==> src/rtl/nebula_pkg.sv <==
// rtl/nebula_pkg.sv - shared types and constants for the nebula CRC blocks
package nebula_pkg;

    localparam int FLIT_WIDTH = 32;
    localparam logic [31:0] CRC32_POLY = 32'h04C11DB7;

    typedef enum logic [1:0] {
        IDLE   = 2'd0,
        CLEAR  = 2'd1,
        STREAM = 2'd2,
        RESULT = 2'd3
    } crc_arb_state_e;

endpackage

==> src/rtl/nebula_crc.sv <==
// rtl/nebula_crc.sv - MSB-first CRC engine, one flit per cycle, inverted output
module nebula_crc
    import nebula_pkg::*;
#(
    parameter int DATA_WIDTH = FLIT_WIDTH,
    parameter int CRC_WIDTH  = 32,
    parameter logic [CRC_WIDTH-1:0] POLY = CRC_WIDTH'(CRC32_POLY)
) (
    input  logic                  clk,
    input  logic                  rst_n,
    input  logic                  enable,
    input  logic                  clear,
    input  logic                  data_valid,
    input  logic [DATA_WIDTH-1:0] data_in,
    output logic [CRC_WIDTH-1:0]  crc_out
);

    logic [CRC_WIDTH-1:0] crc_q;
    logic [CRC_WIDTH-1:0] crc_d;

    function automatic logic [CRC_WIDTH-1:0] crc_step(
        input logic [CRC_WIDTH-1:0]  crc,
        input logic [DATA_WIDTH-1:0] data
    );
        logic [CRC_WIDTH-1:0] c;
        logic                 fb;
        c = crc;
        for (int i = DATA_WIDTH - 1; i >= 0; i--) begin
            fb = c[CRC_WIDTH-1] ^ data[i];
            c  = {c[CRC_WIDTH-2:0], 1'b0};
            if (fb) begin
                c = c ^ POLY;
            end
        end
        return c;
    endfunction

    // Next CRC: clear wins over an update so a new packet always starts from all-ones
    always_comb begin
        crc_d = crc_q;
        if (clear) begin
            crc_d = '1;
        end else if (enable && data_valid) begin
            crc_d = crc_step(crc_q, data_in);
        end
    end

    // CRC register, reset to the all-ones initial value
    always_ff @(posedge clk or negedge rst_n) begin
        if (!rst_n) begin
            crc_q <= '1;
        end else begin
            crc_q <= crc_d;
        end
    end

    assign crc_out = ~crc_q;

endmodule

==> src/rtl/nebula_crc_arbiter.sv <==
// rtl/nebula_crc_arbiter.sv - round-robin sharing of one CRC engine among requesters
module nebula_crc_arbiter
    import nebula_pkg::*;
#(
    parameter int NUM_REQ    = 4,
    parameter int DATA_WIDTH = FLIT_WIDTH,
    parameter int CRC_WIDTH  = 32,
    parameter int MAX_FLITS  = 64,
    localparam int ID_W      = $clog2(NUM_REQ),
    localparam int LEN_W     = $clog2(MAX_FLITS + 1)
) (
    input  logic                          clk,
    input  logic                          rst_n,
    input  logic [NUM_REQ-1:0]            req_valid,
    output logic [NUM_REQ-1:0]            req_ready,
    input  logic [NUM_REQ*DATA_WIDTH-1:0] req_data,
    input  logic [NUM_REQ-1:0]            req_last,
    input  logic [NUM_REQ-1:0]            req_check,
    input  logic [NUM_REQ*CRC_WIDTH-1:0]  req_crc,
    output logic                          rsp_valid,
    output logic [ID_W-1:0]               rsp_id,
    output logic [CRC_WIDTH-1:0]          rsp_crc,
    output logic                          rsp_ok,
    output logic                          rsp_err,
    output logic [LEN_W-1:0]              rsp_len,
    output logic                          busy
);

    crc_arb_state_e       state_q, state_d;
    logic [ID_W-1:0]      gnt_q, gnt_d;
    logic [ID_W-1:0]      rr_q, rr_d;
    logic [LEN_W-1:0]     cnt_q, cnt_d;
    logic                 chk_q, chk_d;
    logic [CRC_WIDTH-1:0] ecrc_q, ecrc_d;
    logic                 err_q, err_d;

    logic                 rsp_valid_q, rsp_valid_d;
    logic [ID_W-1:0]      rsp_id_q, rsp_id_d;
    logic [CRC_WIDTH-1:0] rsp_crc_q, rsp_crc_d;
    logic                 rsp_ok_q, rsp_ok_d;
    logic                 rsp_err_q, rsp_err_d;
    logic [LEN_W-1:0]     rsp_len_q, rsp_len_d;

    logic                 eng_clear;
    logic                 eng_valid;
    logic [CRC_WIDTH-1:0] eng_crc;
    logic [ID_W:0]        pick;

    logic [DATA_WIDTH-1:0] data_arr [NUM_REQ];
    logic [CRC_WIDTH-1:0]  ecrc_arr [NUM_REQ];

    for (genvar i = 0; i < NUM_REQ; i++) begin : g_slice
        assign data_arr[i] = req_data[i*DATA_WIDTH +: DATA_WIDTH];
        assign ecrc_arr[i] = req_crc[i*CRC_WIDTH +: CRC_WIDTH];
    end

    // Returns {found, id}: first valid requester at or after ptr, wrapping.
    // Scanning downwards lets the lowest offset win without an early exit.
    function automatic logic [ID_W:0] rr_pick(
        input logic [NUM_REQ-1:0] valid,
        input logic [ID_W-1:0]    ptr
    );
        logic [ID_W:0] res;
        int            j;
        res = '0;
        for (int k = NUM_REQ - 1; k >= 0; k--) begin
            j = int'(ptr) + k;
            if (j >= NUM_REQ) begin
                j = j - NUM_REQ;
            end
            if (valid[j[ID_W-1:0]]) begin
                res = {1'b1, j[ID_W-1:0]};
            end
        end
        return res;
    endfunction

    assign pick = rr_pick(req_valid, rr_q);

    // Next-state and grant logic; the grant is locked from CLEAR until RESULT
    always_comb begin
        state_d     = state_q;
        gnt_d       = gnt_q;
        rr_d        = rr_q;
        cnt_d       = cnt_q;
        chk_d       = chk_q;
        ecrc_d      = ecrc_q;
        err_d       = err_q;
        rsp_valid_d = 1'b0;
        rsp_id_d    = rsp_id_q;
        rsp_crc_d   = rsp_crc_q;
        rsp_ok_d    = rsp_ok_q;
        rsp_err_d   = rsp_err_q;
        rsp_len_d   = rsp_len_q;
        req_ready   = '0;
        eng_clear   = 1'b0;
        eng_valid   = 1'b0;
        case (state_q)
            IDLE: begin
                if (pick[ID_W]) begin
                    gnt_d   = pick[ID_W-1:0];
                    rr_d    = (pick[ID_W-1:0] == ID_W'(NUM_REQ - 1)) ? '0
                                                                     : pick[ID_W-1:0] + ID_W'(1);
                    state_d = CLEAR;
                end
            end
            CLEAR: begin
                eng_clear = 1'b1;
                cnt_d     = '0;
                state_d   = STREAM;
            end
            STREAM: begin
                req_ready[gnt_q] = 1'b1;
                eng_valid        = req_valid[gnt_q];
                if (req_valid[gnt_q]) begin
                    cnt_d = cnt_q + LEN_W'(1);
                    if (req_last[gnt_q] || (cnt_q + LEN_W'(1) == LEN_W'(MAX_FLITS))) begin
                        chk_d   = req_check[gnt_q];
                        ecrc_d  = ecrc_arr[gnt_q];
                        err_d   = !req_last[gnt_q];
                        state_d = RESULT;
                    end
                end
            end
            RESULT: begin
                rsp_valid_d = 1'b1;
                rsp_id_d    = gnt_q;
                rsp_crc_d   = eng_crc;
                rsp_ok_d    = chk_q ? (eng_crc == ecrc_q) : 1'b1;
                rsp_err_d   = err_q;
                rsp_len_d   = cnt_q;
                state_d     = IDLE;
            end
            default: state_d = IDLE;
        endcase
    end

    // State, grant and result registers; reset drops any packet in flight
    always_ff @(posedge clk or negedge rst_n) begin
        if (!rst_n) begin
            state_q     <= IDLE;
            gnt_q       <= '0;
            rr_q        <= '0;
            cnt_q       <= '0;
            chk_q       <= 1'b0;
            ecrc_q      <= '0;
            err_q       <= 1'b0;
            rsp_valid_q <= 1'b0;
            rsp_id_q    <= '0;
            rsp_crc_q   <= '0;
            rsp_ok_q    <= 1'b0;
            rsp_err_q   <= 1'b0;
            rsp_len_q   <= '0;
        end else begin
            state_q     <= state_d;
            gnt_q       <= gnt_d;
            rr_q        <= rr_d;
            cnt_q       <= cnt_d;
            chk_q       <= chk_d;
            ecrc_q      <= ecrc_d;
            err_q       <= err_d;
            rsp_valid_q <= rsp_valid_d;
            rsp_id_q    <= rsp_id_d;
            rsp_crc_q   <= rsp_crc_d;
            rsp_ok_q    <= rsp_ok_d;
            rsp_err_q   <= rsp_err_d;
            rsp_len_q   <= rsp_len_d;
        end
    end

    nebula_crc #(
        .DATA_WIDTH (DATA_WIDTH),
        .CRC_WIDTH  (CRC_WIDTH)
    ) u_crc (
        .clk        (clk),
        .rst_n      (rst_n),
        .enable     (1'b1),
        .clear      (eng_clear),
        .data_valid (eng_valid),
        .data_in    (data_arr[gnt_q]),
        .crc_out    (eng_crc)
    );

    assign rsp_valid = rsp_valid_q;
    assign rsp_id    = rsp_id_q;
    assign rsp_crc   = rsp_crc_q;
    assign rsp_ok    = rsp_ok_q;
    assign rsp_err   = rsp_err_q;
    assign rsp_len   = rsp_len_q;
    assign busy      = (state_q != IDLE);

endmodule
==> config.mk <==
export PLATFORM = sky130hd
export DESIGN_NAME = nebula_crc_arbiter
export DESIGN_NICKNAME = d
export VERILOG_FILES = /design/src/rtl/nebula_pkg.sv /design/src/rtl/nebula_crc.sv /design/src/rtl/nebula_crc_arbiter.sv
export SDC_FILE = /design/constraint.sdc
export NUM_CORES = 1
export LEC_CHECK = 0
export CAP_MARGIN = 20
export CORE_ASPECT_RATIO = 0.9
export CORE_MARGIN = 2
export CORE_UTILIZATION = 52
export DETAILED_ROUTE_END_ITERATION = 12
export MAX_ROUTING_LAYER = met4
export PLACE_DENSITY = 0.88
export SLEW_MARGIN = 25
export SYNTH_ARGS = -nofsm -noshare
export SYNTH_HDL_FRONTEND = slang
export SYNTH_SLANG_ARGS = --single-unit
==> constraint.sdc <==
create_clock -name clk -period 11.61 [get_ports clk]
set_clock_uncertainty 0.15 [all_clocks]
set_input_delay 2.322 -clock clk [delete_from_list [all_inputs] [get_ports clk]]
set_output_delay 2.322 -clock clk [all_outputs]
set_load 0.02 [all_outputs]
==> results of run 1 <==
flip-flops by register name, indices dropped and copies added, names as in the netlist:
signal	cells
ecrc_q	32
rsp_crc	32
u_crc.crc_q	32
cnt_q	7
rsp_len	7
gnt_q	2
rr_q	2
rsp_id	2
state_q	2
chk_q	1
err_q	1
rsp_err	1
rsp_ok	1
rsp_valid	1
per-stage QoR:
step           setup slack, ns  utilization, %  area (um2)  hold slack (ns)
4_1_cts                   5.02            74.0       14300            0.305
3_3_place_gp              4.66            70.9       13700            0.289
2_1_floorplan             5.54               -       10300            0.273
5_1_grt                   4.81            74.0       14300            0.324
6_report                  5.02            74.0       14300            0.300
3_5_place_dp              4.61            70.9       13700            0.296
final cells by class:
cell class                 count  area, um2  share of cell area, %
multi-input combinational    590       6830                   47.9
timing repair buffer         327       3250                   22.8
sequential                   123       3130                   21.9
clock buffer                  22        464                   3.25
tap                          250        313                   2.19
inverter                      40        150                   1.05
clock inverter                10        140                  0.982
antenna                        1       2.50                 0.0175
kinds of logic after synthesis:
family	count (synthesis)
xor gates and xnor gates	292
muxes	148
DFF	123
and+or+nand+nor	96
buffers and inverters	77
AOI/OAI and AO/OA	48
adders and majority gates	6
layout by cell type, fill, tap and decap left out, types with 4 or more instances in the layout:
master,instances
clkdlybuf4s50_1,317
xnor2_1,143
dfrtp_1,89
xor2_1,78
mux4_2,52
mux2_2,48
inv_1,40
mux2i_1,33
dfstp_2,32
xnor3_1,29
nand2_1,25
nor3_1,20
a21oi_1,17
clkbuf_16,17
xnor2_2,16
mux4_1,15
o211ai_1,12
nor2_1,11
nand4_1,11
xor3_1,10
buf_4,10
a22o_1,8
nor4_1,7
xnor2_4,6
nand3_1,6
xnor3_2,5
ha_1,5
and2_1,4
and3_1,4
worst max path at each step:
| stage | startpoint | endpoint | slack (ns) | depth (start not counted) |
|---|---|---|---|---|
| floorplan | req_data[58] | u_crc.crc_q[12]$_DFFE_PN1P_ | 5.54 | 10 |
| global placement | req_data[51] | u_crc.crc_q[8]$_DFFE_PN1P_ | 4.66 | 11 |
| detailed placement | req_data[58] | u_crc.crc_q[12]$_DFFE_PN1P_ | 4.61 | 11 |
| CTS | req_data[51] | u_crc.crc_q[8]$_DFFE_PN1P_ | 5.02 | 11 |
| global route | req_data[29] | u_crc.crc_q[12]$_DFFE_PN1P_ | 4.81 | 11 |
| finish | req_data[58] | u_crc.crc_q[12]$_DFFE_PN1P_ | 5.02 | 11 |
critical path, delay by kind of cell:
kind | cells | cell delay, ns
mux | 2 | 0.79
compound gates | 1 | 0.29
buf+inv | 1 | 0.38
xor+xnor | 7 | 2.99
per-layer routing:
metal / wire length [um] / share of wire [%] / vias to the layer above / global-route usage, %
li1: - / - / 3456 / -
met1: 13500 / 42 / 3922 / 40.9
met2: 16200 / 50 / 400 / 56.0
met3: 2230 / 6.8 / 38 / 6.57
met4: 554 / 1.7 / 0 / 8.20
met5: 0 / 0 / - / -
==> impl_metrics.json, run 1 <==
{
  "grt_start_max_net_pins": 73,
  "cts.hold.buffers_added": 0,
  "setup_viol": 0,
  "status": "completed",
  "drc": 0,
  "die_area_um2": 20900,
  "cts_buffer_depth": 2,
  "r2r-start": "gnt_q[0]$_DFFE_PN0P_",
  "drt_wl_total_mm": 32.6,
  "syn-num-nets": 1066,
  "worstSetupEndpointType": "flip-flop",
  "yosysUniqueCellTypes": 48,
  "cts_resized": 0,
  "synth_top_area_cell": "dfrtp_1",
  "ant_nets": 0,
  "tightestPinTransition_ns": 0.925,
  "wl_per_cell_um": 23.9,
  "critPathKind": "primary input to flip-flop",
  "max_stage_delay_ns": 0.62,
  "synth_top_family_by_area": "XOR/XNOR gates",
  "crit_fanout": 7,
  "ios": 319,
  "arrival_ns": 6.76,
  "critical-path-slowest-cell": "mux4_1",
  "grt_usage_pct": 32.9,
  "numClockSinks": 123,
  "hold_viol_final": 0,
  "min_to": "rsp_ok$_DFFE_PN0P_",
  "synthSimpleGateAreaFrac_pct": 4.72,
  "maxSlewHeadroom_pct": 38.4,
  "holdPathStages": 1,
  "final_nets": 1375,
  "seq_area_frac_synth_pct": 30.4,
  "core-area_um2": 19300,
  "initialDrtViolationCount": 628,
  "crit_path_cell_trace": "clkdlybuf4s50_1 -> mux4_1 -> xnor2_2 -> xnor2_1 -> xnor3_2 -> xnor2_1 -> xnor2_2 -> xnor3_2 -> xor3_1 -> mux2i_1 -> a2111oi_2",
  "port_buffers": 318,
  "areaGrowthSynthToFinish_pct": 39.2,
  "reg2reg_to": "u_crc.crc_q[12]$_DFFE_PN1P_",
  "maxCapViolations": 0,
  "first_global_vias": 8318,
  "synth_common_cells": "xnor2_1 (143), dfrtp_1 (91), xor2_1 (78), mux4_2 (52), mux2_2 (48)",
  "synth_adder_area_share_pct": 0.732,
  "insertion_delay_ns": 0.42,
  "synth_cells": 790,
  "synthesis.area_um2": 10300,
  "synth_compound_area_share_pct": 3.24,
  "ys_warn_count": 0,
  "min_from": "chk_q$_DFFE_PN0P_",
  "routabilityCongestion": 0.961,
  "rows": 48,
  "r2r_cells": 10,
  "synth_edf_count": 0,
  "die_x_um": 152,
  "report.final.slew_viol_count": 0,
  "synth-xor-area-share_pct": 34.1,
  "cts_root_buffer": "clkbuf_16",
  "cts-buffers-inserted": 17,
  "fmax_mhz": 152,
  "yosys.cell_count.top_type": "xnor2_1",
  "tns_ns": 0,
  "ys_ff_latch": 123,
  "cp-start-kind": "primary input",
  "required_ns": 11.78,
  "synthArstFlopShare_pct": 100,
  "finalCriticalPeriod_ns": 6.59,
  "cts_setup_buffers": 0,
  "postSynthAreaPerCell_um2": 13.0,
  "synth_mux_area_share_pct": 23.7,
  "rrSetupSlack_ns": 6.50,
  "firstDrtPassIters": 5,
  "via_per_inst": 5.73,
  "antenna_found_initial": 1,
  "synth_top_area_share_pct": 22.2,
  "fin_cells": 1363,
  "vias": 7816,
  "synth_flop_cell": "dfrtp_1",
  "grt_overflow": 0,
  "rsz0062_at_grt": "no",
  "cts_tree": "done",
  "grt_pass1_wl_mm": 49.9,
  "placed_cells": 1330,
  "die-height_um": 137,
  "n_fill_cell": 1309,
  "fin_crit_sh_pct": 56.8,
  "dp_hpwl_mm": 25.9,
  "htree_levels": 4,
  "start_util_pct": 53.2,
  "hold_path.class": "flip-flop to flip-flop",
  "path_clk_slew_ns": 0.06,
  "synthTopCellsByArea": "dfrtp_1 (22%), xnor2_1 (12%), mux4_2 (11%)",
  "layout-drive-gt1-share_pct": 18.8
}
Power of run 1 is left out: the tool's default activity adds up to more than one toggle a clock period on the data nets, which glitch-free logic cannot reach.
==> inputs of run 2 (changes only) <==
CORE_UTILIZATION = 44   (was 52)
PLACE_DENSITY = 0.79   (was 0.88)
clock period = 5.5 ns   (was 11.61 ns; I/O delays follow)
==> run 2 against run 1 <==
Effect of this change: critical path depth grew 1; design area rose by 3.6%; sequential cell count stayed put; setup slack worse by 4.6 ns; wire length is 2.7% higher; cell count rose by 7.9%; worst hold slack improved by 0.0024 ns; die area grew 18%; non-clock buffer count is 60 higher; sequential share of layout area down 0.76 points; critical endpoint is now u_crc.crc_q[31]$_DFFE_PN1P_.
==> impl_metrics.json, run 2 (synthesized netlist as in run 1, its figures left out) <==
{
  "worstSetupEndpointType": "flip-flop",
  "antenna_found_initial": 1,
  "wl_per_cell_um": 22.8,
  "status": "completed",
  "pre_cts_ws_ns": -0.0196,
  "crit_path_cell_trace": "clkdlybuf4s50_1 -> mux4_1 -> xnor2_2 -> buf_4 -> xor2_4 -> xnor3_1 -> xnor2_1 -> xnor2_1 -> xnor2_1 -> xnor3_1 -> nand2_1 -> nand3_1",
  "cts.hold.buffers_added": 0,
  "r2r-start": "gnt_q[0]$_DFFE_PN0P_",
  "dp_hpwl_mm": 26.9,
  "required_ns": 5.67,
  "multiInputGateArea_um2": 6830,
  "firstDrtPassIters": 5,
  "layout_common_cells": "clkdlybuf4s50_1 (317), xnor2_1 (143), dfrtp_1 (89)",
  "fin_crit_sh_pct": 92.6,
  "final_common_cell": "clkdlybuf4s50_1",
  "rsz0062_at_grt": "no",
  "setup_viol": 0,
  "htree_levels": 4,
  "grt_usage_pct": 28.6,
  "cts_buffer_depth": 2,
  "vias": 7929,
  "drt_wl_total_mm": 33.5,
  "holdPathStages": 1,
  "ios": 319,
  "start_util_pct": 45.2,
  "via_per_inst": 5.39,
  "die_x_um": 165,
  "min_from": "chk_q$_DFFE_PN0P_",
  "routabilityCongestion": 0.950,
  "cts_resized": 0,
  "fin_ws_ns": 0.406,
  "rows": 52,
  "r2r_cells": 11,
  "cp_common_cell": "xnor2_1",
  "tightestPinTransition_ns": 0.755,
  "core-area_um2": 22700,
  "maxSlewHeadroom_pct": 49.7,
  "crit_buf_inv": 2,
  "grt_pass1_wl_mm": 49.4,
  "report.final.slew_viol_count": 0,
  "die-height_um": 149,
  "areaGrowthSynthToFinish_pct": 44.2,
  "die_area_um2": 24600,
  "cp-start-kind": "primary input",
  "cts-buffers-inserted": 17,
  "hold_path.class": "flip-flop to flip-flop",
  "n_fill_cell": 1742,
  "critical-path-slowest-cell": "mux4_1",
  "drc": 0,
  "max_stage_delay_ns": 0.58,
  "seqCellArea_um2": 3130,
  "cts_root_buffer": "clkbuf_16",
  "ant_nets": 0,
  "min_to": "rsp_ok$_DFFE_PN0P_",
  "final_nets": 1435,
  "cts_tree": "done",
  "grt_overflow": 0,
  "path_delay_family": "XOR/XNOR gates",
  "layout-drive-gt1-share_pct": 23.0,
  "fmax_mhz": 196,
  "grt_start_max_net_pins": 82,
  "crit_fanout": 5,
  "rrSetupSlack_ns": 0.65,
  "cts_setup_buffers": 0,
  "path_clk_slew_ns": 0.06,
  "arrival_ns": 5.26,
  "port_buffers": 318,
  "maxCapViolations": 0,
  "finalCriticalPeriod_ns": 5.09,
  "numClockSinks": 123,
  "critPathKind": "primary input to flip-flop",
  "initialDrtViolationCount": 564,
  "first_global_vias": 8250,
  "insertion_delay_ns": 0.42,
  "hold_viol_final": 0,
  "reg2reg_to": "u_crc.crc_q[13]$_DFFE_PN1P_"
}
run 2: per-layer routing:
layer / track usage, % / share of wire, % / vias up
met5: - / 0 / -
met3: 6.84 / 9.7 / 43
li1: - / - / 3570
met1: 36.4 / 41 / 3896
met2: 46.3 / 48 / 420
met4: 7.00 / 1.9 / 0
run 2: area by class of cell:
cell class | count | share of cell area (%)
multi-input cells | 590 | 46.2
repair buffers | 387 | 25.0
flip-flops and latches | 123 | 21.1
clock buffers | 22 | 3.14
well taps | 297 | 2.51
inverters | 40 | 1.02
clock inverters | 10 | 0.965
diodes | 1 | 0.0169
run 2: worst max path at each step:
stage                                              to           from  cells after the start  slack, ns
after CTS                 u_crc.crc_q[31]$_DFFE_PN1P_   req_data[56]                     12       0.39
after global routing      u_crc.crc_q[12]$_DFFE_PN1P_  req_data[122]                     11       0.31
after floorplan           u_crc.crc_q[12]$_DFFE_PN1P_   req_data[58]                     10       0.65
after detailed placement  u_crc.crc_q[31]$_DFFE_PN1P_   req_data[56]                     12      -0.02
final                     u_crc.crc_q[31]$_DFFE_PN1P_   req_data[56]                     12       0.41
after global placement    u_crc.crc_q[22]$_DFFE_PN1P_   req_data[56]                     12      -0.04
run 2: stage by stage:
step	hold WS (ns)	util [%]	area [um2]	setup TNS (ns)	cells
floorplan	0.273	-	10300	0	790
global placement	0.287	62.4	14200	-0.0583	1437
detailed placement	0.297	62.4	14200	-0.0247	1437
CTS	0.305	65.1	14800	0	1469
global route	0.331	65.1	14800	0	1470
finish	0.302	65.1	14800	0	1470
run 2: worst reg2reg max path, delay by kind of cell, from the launching register on:
family / cells / cell delay (ns)
XOR/XNOR: 7 / 2.54
flip-flops: 1 / 0.65
multiplexers: 1 / 0.60
buffers and inverters: 1 / 0.43
AND/OR/NAND/NOR: 2 / 0.40
Power of run 2 is left out for the same reason.
